<file path="config.mk">
export PLATFORM = sky130hd
export DESIGN_NAME = instr_fetch_queue
export DESIGN_NICKNAME = d
export VERILOG_FILES = /design/src/rtl/fetch_pkg.sv /design/src/rtl/fetch_fifo.sv /design/src/rtl/instr_fetch_queue.sv
export SDC_FILE = /design/constraint.sdc
export NUM_CORES = 1
export LEC_CHECK = 0
export CORE_MARGIN = 2
export CORE_UTILIZATION = 45
export CTS_CLUSTER_DIAMETER = 40
export DETAILED_ROUTE_END_ITERATION = 10
export MAX_ROUTING_LAYER = met4
export PLACE_DENSITY = 0.67
export REMOVE_ABC_BUFFERS = 1
export SYNTH_ARGS = -nofsm -noshare
export SYNTH_HDL_FRONTEND = slang
export SYNTH_SLANG_ARGS = --single-unit
</file>
<file path="constraint.sdc">
create_clock -name clk -period 6.2 [get_ports clk]
set_input_delay 0.62 -clock clk [delete_from_list [all_inputs] [get_ports clk]]
set_output_delay 0.62 -clock clk [all_outputs]
set_load 0.1 [all_outputs]
</file>
<file path="src/rtl/fetch_pkg.sv">
// Shared types for the instruction fetch queue: FSM states and the {pc, instr} queue entry.
package fetch_pkg;

    localparam int FETCH_ADDR_W = 32;
    localparam int FETCH_DATA_W = 32;

    typedef enum logic [1:0] {
        IDLE    = 2'd0,
        WAIT    = 2'd1,
        DISCARD = 2'd2
    } fetch_state_e;

    typedef struct packed {
        logic [FETCH_ADDR_W-1:0] pc;
        logic [FETCH_DATA_W-1:0] instr;
    } fetch_entry_t;

endpackage

</file>
<file path="src/rtl/fetch_fifo.sv">
// In-order DEPTH-entry queue of fetch entries with push/pop/clear; head is read from registered storage.
module fetch_fifo
    import fetch_pkg::*;
#(
    parameter int DEPTH = 4
) (
    input  logic                   clk,
    input  logic                   rst_n,
    input  logic                   push_i,
    input  fetch_entry_t           push_data_i,
    input  logic                   pop_i,
    input  logic                   clear_i,
    output fetch_entry_t           head_o,
    output logic [$clog2(DEPTH):0] count_o,
    output logic                   empty_o,
    output logic                   full_o
);

    localparam int PTR_W = $clog2(DEPTH);
    localparam int CNT_W = PTR_W + 1;

    fetch_entry_t     mem_q [DEPTH];
    logic [PTR_W-1:0] wr_ptr_q;
    logic [PTR_W-1:0] rd_ptr_q;
    logic [CNT_W-1:0] count_q;
    logic             do_push_s;
    logic             do_pop_s;

    assign empty_o   = (count_q == CNT_W'(0));
    assign full_o    = (count_q == CNT_W'(DEPTH));
    assign do_pop_s  = pop_i & ~empty_o;
    assign do_push_s = push_i & (~full_o | do_pop_s);
    assign head_o    = mem_q[rd_ptr_q];
    assign count_o   = count_q;

    // Storage, wrapping pointers and occupancy; clear wins over push and pop.
    always_ff @(posedge clk or negedge rst_n) begin
        if (!rst_n) begin
            wr_ptr_q <= '0;
            rd_ptr_q <= '0;
            count_q  <= '0;
            for (int i = 0; i < DEPTH; i++) begin
                mem_q[i] <= '0;
            end
        end else if (clear_i) begin
            wr_ptr_q <= '0;
            rd_ptr_q <= '0;
            count_q  <= '0;
        end else begin
            if (do_push_s) begin
                mem_q[wr_ptr_q] <= push_data_i;
                wr_ptr_q        <= wr_ptr_q + PTR_W'(1);
            end
            if (do_pop_s) begin
                rd_ptr_q <= rd_ptr_q + PTR_W'(1);
            end
            case ({do_push_s, do_pop_s})
                2'b10:   count_q <= count_q + CNT_W'(1);
                2'b01:   count_q <= count_q - CNT_W'(1);
                default: count_q <= count_q;
            endcase
        end
    end

endmodule

</file>
<file path="src/rtl/instr_fetch_queue.sv">
// Fetch stage: one outstanding imem read per accepted PC, responses queued in order for decode.
// Optional FETCH_STATS_EN adds saturating stall_cnt / flush_cnt outputs.
module instr_fetch_queue
    import fetch_pkg::*;
#(
    parameter int DEPTH  = 4,
    parameter int ADDR_W = FETCH_ADDR_W,
    parameter int DATA_W = FETCH_DATA_W
) (
    input  logic              clk,
    input  logic              rst_n,
    input  logic [ADDR_W-1:0] pc_in,
    input  logic              pc_valid,
    output logic              pc_ready,
    input  logic              flush,
    output logic              imem_req,
    output logic [ADDR_W-1:0] imem_addr,
    input  logic              imem_gnt,
    input  logic              imem_rvalid,
    input  logic [DATA_W-1:0] imem_rdata,
    output logic              id_valid,
    input  logic              id_ready,
    output logic [DATA_W-1:0] id_instr,
    output logic [ADDR_W-1:0] id_pc,
`ifdef FETCH_STATS_EN
    output logic [31:0]       stall_cnt,
    output logic [31:0]       flush_cnt,
`endif
    output logic              misalign_err
);

    fetch_state_e         state_q;
    logic [ADDR_W-1:0]    pc_lat_q;
    logic                 misalign_q;
    logic                 push_s;
    logic                 pop_s;
    logic                 fifo_empty_s;
    logic                 fifo_full_s;
    fetch_entry_t         push_data_s;
    fetch_entry_t         head_s;
    logic [$clog2(DEPTH):0] count_s;

    // Issue only from IDLE with a free slot reserved for the response; flush suppresses issue.
    always_comb begin
        imem_req  = 1'b0;
        imem_addr = {ADDR_W{1'b0}};
        if (state_q == IDLE) begin
            imem_req  = pc_valid & ~flush & ~fifo_full_s;
            imem_addr = imem_req ? pc_in : {ADDR_W{1'b0}};
        end else begin
            imem_req  = 1'b0;
            imem_addr = {ADDR_W{1'b0}};
        end
    end

    assign pc_ready     = imem_req & imem_gnt;
    assign push_s       = (state_q == WAIT) & imem_rvalid & ~flush;
    assign pop_s        = id_valid & id_ready & ~flush;
    assign push_data_s  = '{pc: pc_lat_q, instr: imem_rdata};
    assign id_valid     = ~fifo_empty_s;
    assign id_instr     = head_s.instr;
    assign id_pc        = head_s.pc;
    assign misalign_err = misalign_q;

    // Fetch FSM: latch accepted PC, then wait for (or discard) the single outstanding response.
    always_ff @(posedge clk or negedge rst_n) begin
        if (!rst_n) begin
            state_q    <= IDLE;
            pc_lat_q   <= {ADDR_W{1'b0}};
            misalign_q <= 1'b0;
        end else begin
            case (state_q)
                IDLE: begin
                    if (pc_ready) begin
                        pc_lat_q <= pc_in;
                        state_q  <= WAIT;
                        if (pc_in[1:0] != 2'b00) begin
                            misalign_q <= 1'b1;
                        end
                    end
                end
                WAIT: begin
                    if (imem_rvalid) begin
                        state_q <= IDLE;
                    end else if (flush) begin
                        state_q <= DISCARD;
                    end
                end
                DISCARD: begin
                    if (imem_rvalid) begin
                        state_q <= IDLE;
                    end
                end
                default: state_q <= IDLE;
            endcase
        end
    end

    fetch_fifo #(
        .DEPTH(DEPTH)
    ) u_fifo (
        .clk         (clk),
        .rst_n       (rst_n),
        .push_i      (push_s),
        .push_data_i (push_data_s),
        .pop_i       (pop_s),
        .clear_i     (flush),
        .head_o      (head_s),
        .count_o     (count_s),
        .empty_o     (fifo_empty_s),
        .full_o      (fifo_full_s)
    );

`ifdef FETCH_STATS_EN
    logic [31:0] stall_q;
    logic [31:0] flush_q;

    // Saturating counters for decode starvation and taken-branch flushes.
    always_ff @(posedge clk or negedge rst_n) begin
        if (!rst_n) begin
            stall_q <= 32'd0;
            flush_q <= 32'd0;
        end else begin
            if (id_ready && !id_valid && (stall_q != 32'hFFFF_FFFF)) begin
                stall_q <= stall_q + 32'd1;
            end
            if (flush && (flush_q != 32'hFFFF_FFFF)) begin
                flush_q <= flush_q + 32'd1;
            end
        end
    end

    assign stall_cnt = stall_q;
    assign flush_cnt = flush_q;
`endif

endmodule
</file>
==> run summary <==
status - complete, no violations
CP max-delay cell - clkdlybuf4s50_1
Register-to-Register Path Depth - 5
Main synth FF type - dfrtp_1
Setup crit start - flush
FF-to-FF setup slack - 3.39 ns
fin nets - 1047
drt first pass iters - 4
Pwr Density - 440 nW/um^2
IO Count - 171
Buf/Inv on CP - 2
Setup crit start kind - input port
worst hold path class - input port to asynchronous set/reset pin
post-synthesis instance area - 13100 sq um
Worst Path Max Fanout - 34
Worst-Skew Late Latency - 0.54 ns
Avg Vias per Cell - 5.28
Slew @ Worst Pin - 1.10 ns
post-CTS resize count - 0
GRT Total Usage - 18.2%
Max Cap Viol - 0
first-pass GRT wire length - 42.8 mm
synthesized area per cell - 16.4 sq um
routability cong. - 0.717
Iteration-0 DRC Markers - 289
initial antenna violation count - 0
Initial Utilization - 45.6%
area grow syn2layout - 27.9%
Row Count - 62
TritonCTS clock tree - yes
fraction of layout cells with a size suffix above 1 - 42.8%
CP max stage delay - 1.13 ns
cts hold-fix bufs - 0
hold slack - 0.147 ns
Worst-path clk slew - 0.05 ns
critical path endpoint - imem_addr[1]
DR DRC count - 0
Leak - 0.00769 uW
Levels on crit path - 5
Crit path max-delay family - buffers and inverters
CTS sink count - 298
Setup Buffers After CTS - 0
# H-tree levels - 2
vias in the first global route - 7897
FF-to-FF End - u_fifo.mem_q[1]$_DFFE_PN0P_
Post-synth EDFFs - 0
routed wire length - 26.1 mm
Placeable Area - 28600 sq um
Yosys cell types - 37
TritonCTS Buffers - 45
CTS max path bufs - 3
DRT antenna net count - 0
CTS root buf - clkbuf_16
Max VDD drop - 0.000233 V
Final Cycle Share - 72.9%
DR vias - 7344
crit path time final - 4.52 ns
Worst path most repeated cell - clkdlybuf4s50_1
WS Path Type - input port to output port
register area share after synthesis - 57.1%
Post-Route Setup TNS - 0 ns
Congestion Overflow GR - 0
Pins Over Slew Limit - 0
crit-path cells - clkdlybuf4s50_1, or4b_4, a21oi_4, and2_1, clkdlybuf4s50_1
DP HPWL - 14.5 mm
Yosys warnings - 0
Worst R2R Start - u_fifo.count_o[0]$_DFFE_PN0P_
port bufs - 170
ys async rst share - 100%
Final Setup Violations - 0
Die W - 174 microns
Crit. End Element - output port
Fin Clk Skew - 0.0209 ns
#FFs+latches synth - 298
crit path DAT - 3.90 ns
# diodes - 0
WP data required - 5.58 ns
pin count of the biggest net entering global routing - 124
WL/cell - 18.7 microns
Slew headroom - 26.6%
cell count after synthesis - 795
die area - 30400 sq um
RSZ-0062 raised after global routing - false
final hold violations - 0
chip height - 174 microns
fmax - 0.221 GHz
-- metal layers --
metal,GRT usage (%),wire [microns],vias to the layer above
li1,-,-,3311
met1,26.0,12800,3832
met2,27.7,11900,154
met3,2.93,925,47
met4,4.34,473,0
met5,-,0,-
-- cells in the mapped netlist, types with 2 or more instances --
| cell type | n | share of area (%) |
|---|---|---|
| dfrtp_1 | 298 | 57 |
| mux2_2 | 267 | 23 |
| mux4_2 | 64 | 11 |
| and2_1 | 32 | 1.5 |
| buf_2 | 29 | 1.1 |
| mux2_1 | 22 | 1.9 |
| clkbuf_1 | 11 | 0.32 |
| nor2_1 | 9 | 0.26 |
| buf_1 | 5 | 0.14 |
| nand2_1 | 5 | 0.14 |
| nand2_2 | 5 | 0.24 |
| ha_1 | 4 | 0.38 |
| inv_1 | 4 | 0.11 |
| a21oi_1 | 3 | 0.11 |
| buf_6 | 3 | 0.26 |
| nand2b_1 | 3 | 0.14 |
| nand3_1 | 3 | 0.11 |
| xnor2_1 | 3 | 0.20 |
| xor2_1 | 3 | 0.20 |
| a31oi_1 | 2 | 0.096 |
| nand3b_1 | 2 | 0.11 |
| nor3b_1 | 2 | 0.11 |
| o21bai_1 | 2 | 0.11 |
-- metrics by stage --
stage,utilization (%),area (sq um),instances,power (uW),setup slack (ns)
6_report,58.3,16700,1392,7340,1.68
3_5_place_dp,52.7,15100,1308,4740,1.62
4_1_cts,58.3,16700,1392,7430,1.62
2_1_floorplan,-,12800,747,4160,2.05
5_1_grt,58.3,16700,1392,7600,1.45
3_3_place_gp,52.7,15100,1308,4720,1.69
-- report_power, final --
group	switching, uW	leakage [uW]	internal, uW
clock	924	0.000785	1730
sequential	156	0.00398	2200
combinational	1640	0.00293	691
-- cells in the final DEF, fill, tap and decap left out, drive strengths merged, types with 9 or more instances in the layout --
cell and instances:
and2 32, clkbuf 53, mux4 64, dfrtp 298
clkinv 14, mux2 289, nor2 9, buf 9
nand2 10, inv 9, clkdlybuf4s50 168
-- kinds of logic (layout without fill, tap and decap cells) --
kind of cell	after synthesis	in the layout	synth area share [%]
buf+inv	52	265	1.95
fa+ha+maj	5	5	0.537
flops	298	298	57.1
mux	354	354	36.1
compound gates	13	13	0.815
simple gates	67	67	3.12
xor+xnor	6	6	0.403
-- state kept, by name (all words and copies together) (netlist names) --
| signal | cells |
|---|---|
| u_fifo.mem_q | 256 |
| pc_lat_q | 32 |
| u_fifo.count_o | 3 |
| state_q | 2 |
| u_fifo.rd_ptr_q | 2 |
| u_fifo.wr_ptr_q | 2 |
| misalign_err | 1 |
-- area by class of cell --
| cell class | count | area, sq um |
|---|---|---|
| repair buffers | 177 | 1770 |
| flip-flops and latches | 298 | 7460 |
| fillers | 2217 | 11900 |
| clock inverters | 31 | 407 |
| multi-input cells | 445 | 5360 |
| inverters | 4 | 15.0 |
| clock buffers | 53 | 1200 |
| well taps | 384 | 480 |
-- worst min-delay path by stage --
stage	startpoint	to	cells after the start	slack (ns)
final	rst_n	u_fifo.mem_q[135]$_DFFE_PN0P_	1	0.15
after global routing	rst_n	u_fifo.mem_q[135]$_DFFE_PN0P_	1	0.24
after CTS	rst_n	u_fifo.mem_q[129]$_DFFE_PN0P_	1	0.20
after detailed placement	misalign_err$_DFFE_PN0P_	misalign_err$_DFFE_PN0P_	1	0.47
after global placement	misalign_err$_DFFE_PN0P_	misalign_err$_DFFE_PN0P_	1	0.47
after floorplan	rst_n	misalign_err$_DFFE_PN0P_	0	0.32
(Power assumes the default switching activity.)
